**config.mk**
```make
export PLATFORM = sky130hd
export DESIGN_NAME = operand_entry_seq
export DESIGN_NICKNAME = d
export VERILOG_FILES = /design/src/rtl/operand_entry_seq.sv
export SDC_FILE = /design/constraint.sdc
export NUM_CORES = 1
export LEC_CHECK = 0
export CAP_MARGIN = 20
export CORE_ASPECT_RATIO = 0.75
export CORE_UTILIZATION = 40
export DETAILED_ROUTE_END_ITERATION = 7
export GPL_ROUTABILITY_DRIVEN = 0
export GPL_TIMING_DRIVEN = 0
export HOLD_SLACK_MARGIN = 0.08
export PLACE_DENSITY = 0.69
export SLEW_MARGIN = 20
export SYNTH_ARGS = -nofsm -noshare
export SYNTH_HDL_FRONTEND = slang
export SYNTH_HIERARCHICAL = 1
export SYNTH_SLANG_ARGS = --single-unit
```
**constraint.sdc**
```tcl
create_clock -name clk -period 1.7 [get_ports clk]
set_input_delay 0.51 -clock clk [delete_from_list [all_inputs] [get_ports clk]]
set_output_delay 0.51 -clock clk [all_outputs]
set_load 0.03 [all_outputs]
```
**src/rtl/operand_entry_seq.sv**
```systemverilog
// Sequenced operand entry (CONTR -> SRC_1 -> SRC_2 -> READY) driven by touch input and debounced NEXT/CLEAR.
// Field outputs register one cycle after input_valid; button action lands DEBOUNCE_CYCLES+3 cycles after the press.

module operand_entry_debounce #(
    parameter int CYCLES = 10000
) (
    input  logic clk,
    input  logic resetn,
    input  logic raw,
    output logic pulse
);
    localparam int CW = (CYCLES > 2) ? $clog2(CYCLES) : 1;
    localparam logic [CW-1:0] LAST = CW'(CYCLES - 1);

    logic          sync1;
    logic          sync2;
    logic          level;
    logic          armed;
    logic [CW-1:0] cnt;

    // Synchronizer resets to "pressed" so a button held through reset release is
    // never armed until it has actually been seen low.
    always_ff @(posedge clk or negedge resetn) begin
        if (!resetn) begin
            sync1 <= 1'b1;
            sync2 <= 1'b1;
            level <= 1'b0;
            armed <= 1'b0;
            cnt   <= '0;
            pulse <= 1'b0;
        end else begin
            sync1 <= raw;
            sync2 <= sync1;
            pulse <= 1'b0;
            if (!sync2) begin
                armed <= 1'b1;
            end
            if (sync2 == level) begin
                cnt <= '0;
            end else if (cnt == LAST) begin
                level <= sync2;
                cnt   <= '0;
                pulse <= sync2 & armed;
            end else begin
                cnt <= cnt + CW'(1);
            end
        end
    end
endmodule

module operand_entry_seq #(
    parameter int DEBOUNCE_CYCLES = 10000
) (
    input  logic        clk,
    input  logic        resetn,
    input  logic        input_valid,
    input  logic [31:0] input_value,
    input  logic        btn_next_raw,
    input  logic        btn_clear_raw,
    output logic [3:0]  alu_control,
    output logic [31:0] alu_src1,
    output logic [31:0] alu_src2,
    output logic [1:0]  cur_field,
    output logic        operands_ready,
    output logic        ready_pulse,
    output logic        ctrl_trunc_err
);
    typedef enum logic [1:0] {
        S_CTRL  = 2'd0,
        S_SRC1  = 2'd1,
        S_SRC2  = 2'd2,
        S_READY = 2'd3
    } state_t;

    state_t      state;
    state_t      state_n;
    logic [3:0]  ctrl_n;
    logic [31:0] src1_n;
    logic [31:0] src2_n;
    logic        err_n;
    logic        next_p;
    logic        clear_p;

    operand_entry_debounce #(.CYCLES(DEBOUNCE_CYCLES)) u_next_db (
        .clk    (clk),
        .resetn (resetn),
        .raw    (btn_next_raw),
        .pulse  (next_p)
    );

    operand_entry_debounce #(.CYCLES(DEBOUNCE_CYCLES)) u_clear_db (
        .clk    (clk),
        .resetn (resetn),
        .raw    (btn_clear_raw),
        .pulse  (clear_p)
    );

    // Clear beats capture beats advance; a capture coincident with NEXT lands in the old field.
    always_comb begin
        state_n = state;
        ctrl_n  = alu_control;
        src1_n  = alu_src1;
        src2_n  = alu_src2;
        err_n   = ctrl_trunc_err;
        if (clear_p) begin
            state_n = S_CTRL;
            ctrl_n  = 4'd0;
            src1_n  = 32'd0;
            src2_n  = 32'd0;
            err_n   = 1'b0;
        end else begin
            if (input_valid) begin
                unique case (state)
                    S_CTRL: begin
                        ctrl_n = input_value[3:0];
                        err_n  = |input_value[31:4];
                    end
                    S_SRC1:  src1_n = input_value;
                    S_SRC2:  src2_n = input_value;
                    S_READY: ;
                endcase
            end
            if (next_p) begin
                unique case (state)
                    S_CTRL:  state_n = S_SRC1;
                    S_SRC1:  state_n = S_SRC2;
                    S_SRC2:  state_n = S_READY;
                    S_READY: state_n = S_CTRL;
                endcase
            end
        end
    end

    always_ff @(posedge clk or negedge resetn) begin
        if (!resetn) begin
            state          <= S_CTRL;
            alu_control    <= 4'd0;
            alu_src1       <= 32'd0;
            alu_src2       <= 32'd0;
            ctrl_trunc_err <= 1'b0;
            operands_ready <= 1'b0;
            ready_pulse    <= 1'b0;
        end else begin
            state          <= state_n;
            alu_control    <= ctrl_n;
            alu_src1       <= src1_n;
            alu_src2       <= src2_n;
            ctrl_trunc_err <= err_n;
            operands_ready <= (state_n == S_READY);
            ready_pulse    <= (state_n == S_READY) && (state != S_READY);
        end
    end

    assign cur_field = state;
endmodule

```
==> impl_metrics.yaml, run 1 <==
cells_and_area:
  layout.nets: 663
  finish.utilization_pct: 57.8
  nFillCells: 979
  diodes: 0
  syn_to_final_growth_pct: 37.6
  drive_gt1_share_pct: 14.8
  multi_input_area_um2: 1900
  ff_latch_area_um2: 2790
  fin_cells: 780
cts:
  clock_sinks: 111
  cts_root_buf: "clkbuf_16"
  cts_buffer_depth: 2
  ctsHtreeMaxLevel: 3
  cts_tree: "yes"
  hold_buffers: 0
  cts_buffers: 9
  clk_pin_slew_ns: 0.07
  insertion_delay_ns: 0.34
global_route:
  grt_start_max_net_pins: 64
  grt_use_total_pct: 21.4
  antenna_found_initial: 0
  grt_pass1_vias: 3851
  grt.overflow.total: 0
  grt_pass1_wl_um: 19900
power:
  leakage_nw: 3.07
  power_w: 0.00495
  ir_worst_vdd_v: 0.000552
  power.density_nw_per_um2: 765
timing:
  hold_viol_final: 0
  finalSetupTns_ns: -3.64
  rsz0062_at_grt: "true"
  worst_slew_pin_slew_ns: 0.537
  fin_crit_sh_pct: 110
  slew_violations: 0
  setup_slack_ns: -0.174
  fmaxAchievable_mhz: 534
  finalCriticalPeriod_ns: 1.87
  clock_skew_ns: 0.00582
  final-setup-viol-count: 32
  relSlewSlack_pct: 64.2
routing:
  via_per_inst: 4.97
  dr.pass1.iters: 4
  via_count: 3880
  drc: 0
  wl_per_cell_um: 15.6
  first_iter_violations: 194
  antenna_left: 0
  drt-total-wl_um: 12200
floorplan:
  core_area_um2: 11200
  floorplan.initialDensity_pct: 42.0
  die_h_um: 95.9
  num_rows: 33
  die_w_um: 127
  die_area_um2: 12200
  io_pins: 110
run_status:
  failed_checks: "setup timing"
  status: "finished, violations left"
synth:
  synth_top_area_share_pct: 56.9
  synth_flop_cell: "dfrtp_1"
  synth_area_leaders: "dfrtp_1 (57%), nand2_1 (11%), a21oi_1 (7.3%)"
  synth_top_cell_by_area: "dfrtp_1"
  yosys_warnings: 6
  synth_edf_count: 0
  synth_common_cells: "nand2_1 (144), dfrtp_1 (107), a21oi_1 (69)"
  synth_seq_area_share_pct: 59.2
  synthCells: 488
  synth.most_common_cell: "nand2_1"
  synthArstFlopShare_pct: 100
  synth-seq-cells: 111
  synth_nets: 533
  syn-cell-area_um2: 4700
  synth_cell_types: 30
  syn_avg_cell_area_um2: 9.64
worst_setup_path:
  crit_path_end_kind: "flop"
  path_max_fanout: 4
  start_kind: "flop"
  critPathRequiredTime_ns: 1.93
  critPathSlowestCell: "or4_4"
  crit_arrival_ns: 2.10
  crit_chain: "or4b_1 > or4_4 > mux2_4"
  criticalPathCategory: "reg -> reg"
  slowest_delay_ns: 0.54
  worst-path-buf-inv: 0
  cp.depth: 3
  rr_worst_depth: 3
  cp_top_family: "simple AND/OR/NAND/NOR gates"
job:
  drv_cap: 0
placed_design:
  hpwl_um: 8780
  placedCellCount: 754
  pre_cts_ws_ns: -0.473
  io_buffers: 108
hold_path:
  min_path_type: "in -> async"
[worst reg2reg max path, stage by stage (launching register included)]
cell and delay, ns:
dfrtp_1 0.40, or4b_1 0.50, or4_4 0.54, mux2_4 0.32
[repair_timing]
item | 4_1_cts | 5_1_grt
setup buffers | 7 | 1
cloned | 2 | 0
resized for setup | 105 | 37
setup endpoints to repair | 108 | 57
pin swaps | 30 | 9
[report_power, final]
part           internal, W  switching (W)  total, W  leakage, nW
Sequential         0.00267      0.0000279   0.00270         1.50
Clock              0.00103       0.000927   0.00196        0.132
Combinational     0.000128       0.000163  0.000291         1.43
Total              0.00383        0.00112   0.00495         3.07
[cells by family (layout without fill, tap and decap cells)]
family | Yosys count | in the layout | synth area share [%]
flip-flops | 111 | 111 | 59.2
multiplexers | 3 | 3 | 0.851
XOR/XNOR | 26 | 26 | 4.84
AND/OR/NAND/NOR | 239 | 239 | 21.9
adder cells (fa/ha/maj) | 8 | 8 | 2.13
buffers and inverters | 31 | 166 | 3.51
AO/OA/AOI/OAI | 70 | 70 | 7.58
[routing by layer]
| metal | track usage (%) | share of wire, % | vias up |
|---|---|---|---|
| met5 | 0 | 0 | - |
| met4 | 3.87 | 0.80 | 0 |
| met1 | 28.8 | 46 | 1893 |
| met2 | 35.0 | 47 | 113 |
| met3 | 6.17 | 6.1 | 9 |
| li1 | - | - | 1865 |
[layout make-up]
| class | instances | share of cell area, % |
|---|---|---|
| clock buffers | 11 | 3.75 |
| repair buffers | 119 | 17.6 |
| flip-flops and latches | 111 | 43.1 |
| plain buffers | 25 | 2.30 |
| multi-input cells | 346 | 29.4 |
| well taps | 157 | 3.04 |
| inverters | 6 | 0.348 |
| clock inverters | 5 | 0.522 |
[final timing paths]
check | startpoint | end | slack (ns)
min | resetn | alu_src2[24]$_DFFE_PN0P_ | 0.09
max in group asynchronous | resetn | u_clear_db/sync1$_DFF_PN1_ | 0.90
min in group clk | u_next_db/sync1$_DFF_PN1_ | u_next_db/sync2$_DFF_PN1_ | 0.36
min reg2reg | u_next_db/sync1$_DFF_PN1_ | u_next_db/sync2$_DFF_PN1_ | 0.36
max | u_next_db/cnt[6]$_DFF_PN0_ | u_next_db/level$_DFFE_PN0P_ | -0.17
max reg2reg | u_next_db/cnt[6]$_DFF_PN0_ | u_next_db/level$_DFFE_PN0P_ | -0.17
[registers in the layout, indices dropped and copies added, names as in the netlist]
signal and count:
alu_control 4, ctrl_trunc_err 1, u_next_db/sync2 1, u_next_db/pulse 1
u_clear_db/armed 1, u_clear_db/cnt 14, u_next_db/level 1, operands_ready 1
alu_src1 32, u_next_db/sync1 1, u_clear_db/sync1 1, u_clear_db/sync2 1
u_next_db/armed 1, ready_pulse 1, u_next_db/cnt 14, u_clear_db/level 1
cur_field 2, u_clear_db/pulse 1, alu_src2 32
[cells in the final DEF, fill, tap and decap left out, drive strengths merged, types with 8 or more instances in the layout]
cell type | netlist | routed
dfrtp | 107 | 107
clkbuf | 8 | 20
buf | 17 | 28
nor3 | 11 | 11
nand2 | 146 | 146
nor4 | 9 | 9
ha | 8 | 8
dlymetal6s2s | 0 | 9
clkdlybuf4s50 | 0 | 22
a21oi | 69 | 69
dlygate4sd2 | 0 | 72
nand3 | 14 | 14
xnor2 | 22 | 22
nor2 | 37 | 37
[stage by stage]
stage | hold slack [ns] | cell area (um^2)
3_5_place_dp | 0.347 | 6010
2_1_floorplan | 0.214 | 4700
4_1_cts | 0.104 | 6350
6_report | 0.0898 | 6470
3_3_place_gp | 0.346 | 5980
5_1_grt | 0.113 | 6470
Power figures use the tool's default switching activity.
==> run 2, diff against run 1 <==
- CORE_MARGIN: unset -> 10
- CORE_UTILIZATION: 40 -> 25
- CTS_BUF_LIST: unset -> sky130_fd_sc_hd__clkbuf_8
- PLACE_DENSITY: 0.69 -> unset
==> run 2 against run 1 <==
  * Power is 6.7% lower
  * The run still ends with setup timing left
  * Maximum frequency is 0.88% lower
  * Highest routed layer unchanged
  * Sequential share of layout area is 0.31 points higher
  * Core utilization is 23 points lower
  * Critical path depth stayed put
==> impl_metrics.yaml, run 2 (synthesis gave the netlist of run 1 again) <==
routing:
  via_per_inst: 4.39
  antenna_left: 0
  dr.pass1.iters: 4
  drc: 0
  first_iter_violations: 251
  drt-total-wl_um: 14100
  wl_per_cell_um: 16.2
  via_count: 3827
worst_setup_path:
  criticalPathCategory: "reg -> reg"
  crit_path_end_kind: "flop"
  critPathRequiredTime_ns: 1.97
  r2r-start: "u_next_db/cnt[6]$_DFF_PN0_"
  crit_arrival_ns: 2.16
  start_kind: "flop"
  reg2reg_setup_slack_ns: -0.19
  path_max_fanout: 4
  r2r_end: "u_next_db/level$_DFFE_PN0P_"
  critPathLaunch: "u_next_db/cnt[6]$_DFF_PN0_"
  rr_worst_depth: 3
floorplan:
  die_area_um2: 24800
  floorplan.initialDensity_pct: 25.4
  num_rows: 43
  die_h_um: 139
  core_area_um2: 18500
  io_pins: 110
  die_w_um: 178
cts:
  cts_buffers: 9
  ctsHtreeMaxLevel: 3
  cts_buffer_depth: 2
  clk_pin_slew_ns: 0.10
  insertion_delay_ns: 0.39
  clock_sinks: 111
  cts_root_buf: "clkbuf_8"
  cts_tree: "yes"
timing:
  fmaxAchievable_mhz: 529
  rsz0062_at_grt: "true"
  final-setup-viol-count: 31
  relSlewSlack_pct: 59.7
  worst_slew_pin_slew_ns: 0.605
  clock_skew_ns: 0.0112
  slew_violations: 0
  finalCriticalPeriod_ns: 1.89
  fin_crit_sh_pct: 111
  setup_slack_ns: -0.191
  hold_viol_final: 0
hold_path:
  hold_end: "u_clear_db/sync2$_DFF_PN1_"
  hold_path_startpoint: "u_clear_db/sync1$_DFF_PN1_"
  hold_depth: 0
  min_path_type: "reg -> reg"
placed_design:
  io_buffers: 108
  hpwl_um: 10100
  pre_cts_ws_ns: -0.636
  placedCellCount: 844
global_route:
  grt_pass1_vias: 3832
  antenna_found_initial: 0
  grt_pass1_wl_um: 21800
  grt.overflow.total: 0
  grt_start_max_net_pins: 64
  grt_use_total_pct: 11.1
cells_and_area:
  final_cell_mix: "nand2_1 (144), dfrtp_1 (104), a21oi_1 (69), clkbuf_2 (35), clkdlybuf4s50_1 (30)"
  syn_to_final_growth_pct: 36.5
  layout.nets: 666
  mostFrequentLayoutCell: "nand2_1"
  reg_top3: "alu_src1 x32, alu_src2 x32"
  fin_cells: 872
  drive_gt1_share_pct: 21.1
  diodes: 0
power:
  leakage_nw: 2.75
  power_switching_w: 0.00110
  clkPwrFrac_pct: 35.1
  power.density_nw_per_um2: 718
  p_int_w: 0.00351
  ir_worst_vdd_v: 0.000348
  sequentialPowerShare_pct: 58.3
  netSwitchingFraction_pct: 23.8
  pwr-share-comb_pct: 6.5
job:
  drv_cap: 0
run_status:
  failed_checks: "setup timing"
  status: "finished, violations left"
## run 2: worst max-delay path by stage
stage,end,slack (ns)
after floorplan,u_clear_db/level$_DFFE_PN0P_,-0.12
after global placement,u_clear_db/cnt[5]$_DFF_PN0_,-4.30
after detailed placement,ctrl_trunc_err$_DFFE_PN0P_,-0.64
after CTS,u_clear_db/level$_DFFE_PN0P_,-0.19
after global routing,u_clear_db/cnt[4]$_DFF_PN0_,-0.24
final,u_next_db/level$_DFFE_PN0P_,-0.19
## run 2: worst max-delay path: stages, from the launching register on
cell,delay (ns)
dfrtp_1,0.41
or4b_1,0.50
or4_4,0.54
mux2_4,0.32
## run 2: per-layer routing
metal  track usage, %  part of all wire (%)
met3             3.70                   7.0
met1             15.2                    49
met2             16.4                    43
met5                0                     0
met4             2.82                   1.3
## run 2: stage by stage
| stage | cell area (um^2) | util [%] | hold slack [ns] | power (W) | TNS, ns |
|---|---|---|---|---|---|
| floorplan | 4700 | - | 0.214 | 0.00280 | -2.06 |
| global placement | 6090 | 32.9 | 0.346 | 0.00301 | -475.67 |
| detailed placement | 6120 | 33.1 | 0.347 | 0.00301 | -5.69 |
| CTS | 6460 | 34.9 | 0.361 | 0.00467 | -4.10 |
| global route | 6420 | 34.7 | 0.366 | 0.00482 | -5.83 |
| finish | 6420 | 34.7 | 0.360 | 0.00461 | -4.39 |
## run 2: power by group through the flow
| stage | sequential [W] | combinational (W) | clock, W |
|---|---|---|---|
| 2_1_floorplan | 0.00275 | 0.0000499 | 0 |
| 3_3_place_gp | 0.00274 | 0.000264 | 0 |
| 3_5_place_dp | 0.00274 | 0.000272 | 0 |
| 4_1_cts | 0.00269 | 0.000292 | 0.00168 |
| 5_1_grt | 0.00270 | 0.000331 | 0.00179 |
| 6_report | 0.00269 | 0.000301 | 0.00162 |
## run 2: cell type report
type,count,area [um^2]
Inverter,6,22.5
Buffer,25,149
Multi-Input combinational cell,346,1910
Clock buffer,10,138
Tap cell,247,309
Fill cell,1903,12100
Sequential cell,111,2790
Timing Repair Buffer,122,1040
Clock inverter,5,58.8
## run 2: what timing repair did
| item | CTS | global route |
|---|---|---|
| setup buffers | 8 | 2 |
| pin swaps | 24 | 6 |
| cloned | 2 | 0 |
| endpoints found under the hold margin | 25 | 0 |
| endpoints found under the setup margin | 108 | 109 |
| hold buffers | 1 | 0 |
| gates resized for setup | 149 | 92 |
==> run 3, diff against run 2 <==
- CTS_BUF_LIST: sky130_fd_sc_hd__clkbuf_8 -> unset
- clock period: 1.7 -> 1.65 ns (I/O delays scaled with it)
==> run 3 against run 2 <==
  * The run still ends with setup timing left
  * Sequential share of layout area down 1.2 points
  * Wire length is 0.16% lower
  * Register-to-register slack got worse by 0.06 ns
  * Non-clock buffer count fell by 2
  * Setup slack worse by 0.056 ns
  * First-iteration DRC count up 25%
  * Combinational power decreased by 1%
  * Maximum frequency decreased by 0.33%
  * Clock skew shrank 0.0032 ns
  * Critical endpoint is now u_clear_db/level$_DFFE_PN0P_
  * Highest routed layer unchanged
==> impl_metrics.yaml, run 3 (synthesis gave the netlist of run 1 again) <==
run_status:
  status: "finished, violations left"
  failed_checks: "setup timing"
cells_and_area:
  layout.nets: 664
  syn_to_final_growth_pct: 40.2
  nFillCells: 1909
  diodes: 0
  drive_gt1_share_pct: 16.9
  reg_top3: "alu_src1 x32, alu_src2 x32"
  multi_input_area_um2: 1910
  final_cell_mix: "nand2_1 (143), dfrtp_1 (106), a21oi_1 (69), dlygate4sd2_1 (50), clkdlybuf4s50_1 (24)"
  ff_latch_area_um2: 2780
  mostFrequentLayoutCell: "nand2_1"
timing:
  fin_crit_sh_pct: 115
  finalCriticalPeriod_ns: 1.90
  hold_viol_final: 0
  clock_skew_ns: 0.00802
  rsz0062_at_grt: "true"
  setup_slack_ns: -0.247
  final-setup-viol-count: 32
  fin_hold_ws_ns: 0.104
  relSlewSlack_pct: 61.0
  slew_violations: 0
  fmaxAchievable_mhz: 527
  worst_slew_pin_slew_ns: 0.585
global_route:
  grt_use_total_pct: 11.1
  antenna_found_initial: 0
  grt_pass1_vias: 3725
  grt.overflow.total: 0
  grt_pass1_wl_um: 21700
  grt_start_max_net_pins: 60
floorplan:
  die_h_um: 139
  io_pins: 110
  num_rows: 43
  die_w_um: 178
  floorplan.initialDensity_pct: 25.4
  core_area_um2: 18500
  die_area_um2: 24800
cts:
  cts_buffer_depth: 2
  cts_tree: "yes"
  cts_root_buf: "clkbuf_16"
  cts_buffers: 9
  clock_sinks: 111
  clk_pin_slew_ns: 0.07
  insertion_delay_ns: 0.35
  ctsHtreeMaxLevel: 3
  hold_buffers: 0
power:
  ir_worst_vdd_v: 0.000510
  power.density_nw_per_um2: 817
  leakage_nw: 2.96
  power_switching_w: 0.00115
  clkPwrFrac_pct: 43.0
  p_int_w: 0.00424
  pwr-share-comb_pct: 5.5
  netSwitchingFraction_pct: 21.4
  sequentialPowerShare_pct: 51.5
routing:
  via_per_inst: 4.42
  wl_per_cell_um: 16.2
  first_iter_violations: 313
  via_count: 3842
  drc: 0
  drt-total-wl_um: 14100
  dr.pass1.iters: 4
  antenna_left: 0
placed_design:
  hpwl_um: 10300
  pre_cts_ws_ns: -0.593
  io_buffers: 108
worst_setup_path:
  start_kind: "flop"
  criticalPathCategory: "reg -> reg"
  crit_arrival_ns: 2.13
  path_max_fanout: 4
  critPathLaunch: "u_clear_db/cnt[6]$_DFF_PN0_"
  r2r-start: "u_clear_db/cnt[6]$_DFF_PN0_"
  critPathRequiredTime_ns: 1.88
  crit_path_end_kind: "flop"
job:
  drv_cap: 0
hold_path:
  min_path_type: "in -> async"
==> run 3: changes by cell type in the layout (fill, tap and decap cells not counted), moves of 6 or more <==
cell	before	now
dlygate4sd2_1	10	50
clkbuf_2	35	12
clkdlybuf4s15_1	28	17
clkbuf_16	0	9
clkbuf_8	10	1
clkdlybuf4s50_1	30	24
==> run 3: metal layers <==
layer	GRT usage, %	wire (um)
met1	15.7	6820
met2	16.2	6210
met3	2.78	936
met4	3.39	133
met5	0	0
==> run 3: area by class of cell <==
cell class                 count  share of cell area, %
sequential                   111                   42.2
multi-input combinational    346                   29.0
clock buffer                  11                   3.68
clock inverter                 4                   1.06
timing repair buffer         120                   16.4
tap                          247                   4.69
buffer                        25                   2.64
inverter                       6                  0.342
==> run 3: worst max-delay path, cell delays in order (launching register included) <==
cell and delay, ns:
dfrtp_1 0.42, or4b_4 0.51, or4_4 0.54, mux2_4 0.31
==> run 3: worst paths after layout <==
path | endpoint | slack [ns] | cells past startpoint
max | u_clear_db/level$_DFFE_PN0P_ | -0.25 | 3
min | alu_src2[16]$_DFFE_PN0P_ | 0.10 | 1
max reg2reg | u_clear_db/level$_DFFE_PN0P_ | -0.25 | 3
min reg2reg | u_next_db/sync2$_DFF_PN1_ | 0.36 | 0
max in group asynchronous | u_next_db/sync1$_DFF_PN1_ | 0.83 | 2
min in group clk | u_next_db/sync2$_DFF_PN1_ | 0.36 | 0
==> run 3: metrics by stage <==
step	area, um^2	setup TNS [ns]	utilization, %	std cells	power, W
6_report	6590	-5.92	35.6	870	0.00539
5_1_grt	6590	-7.35	35.6	870	0.00561
4_1_cts	6520	-6.48	35.2	867	0.00544
3_5_place_dp	6120	-7.58	33.1	844	0.00311
3_3_place_gp	6090	-483.61	32.9	843	0.00310
2_1_floorplan	4700	-3.32	-	488	0.00289
==> run 3: repair_timing <==
action                     CTS  global route
hold endpoints to repair     0             0
setup endpoints to repair  112            76
pin swaps                   29             5
setup buffers                6             3
gates cloned                 2             0
resized for setup          129            65
==> run 3: power groups by stage <==
| stage | sequential, W | clock (W) | combinational [W] |
|---|---|---|---|
| floorplan | 0.00284 | 0 | 0.0000514 |
| global placement | 0.00283 | 0 | 0.000273 |
| detailed placement | 0.00283 | 0 | 0.000280 |
| CTS | 0.00277 | 0.00238 | 0.000293 |
| global route | 0.00278 | 0.00251 | 0.000325 |
| finish | 0.00277 | 0.00232 | 0.000297 |
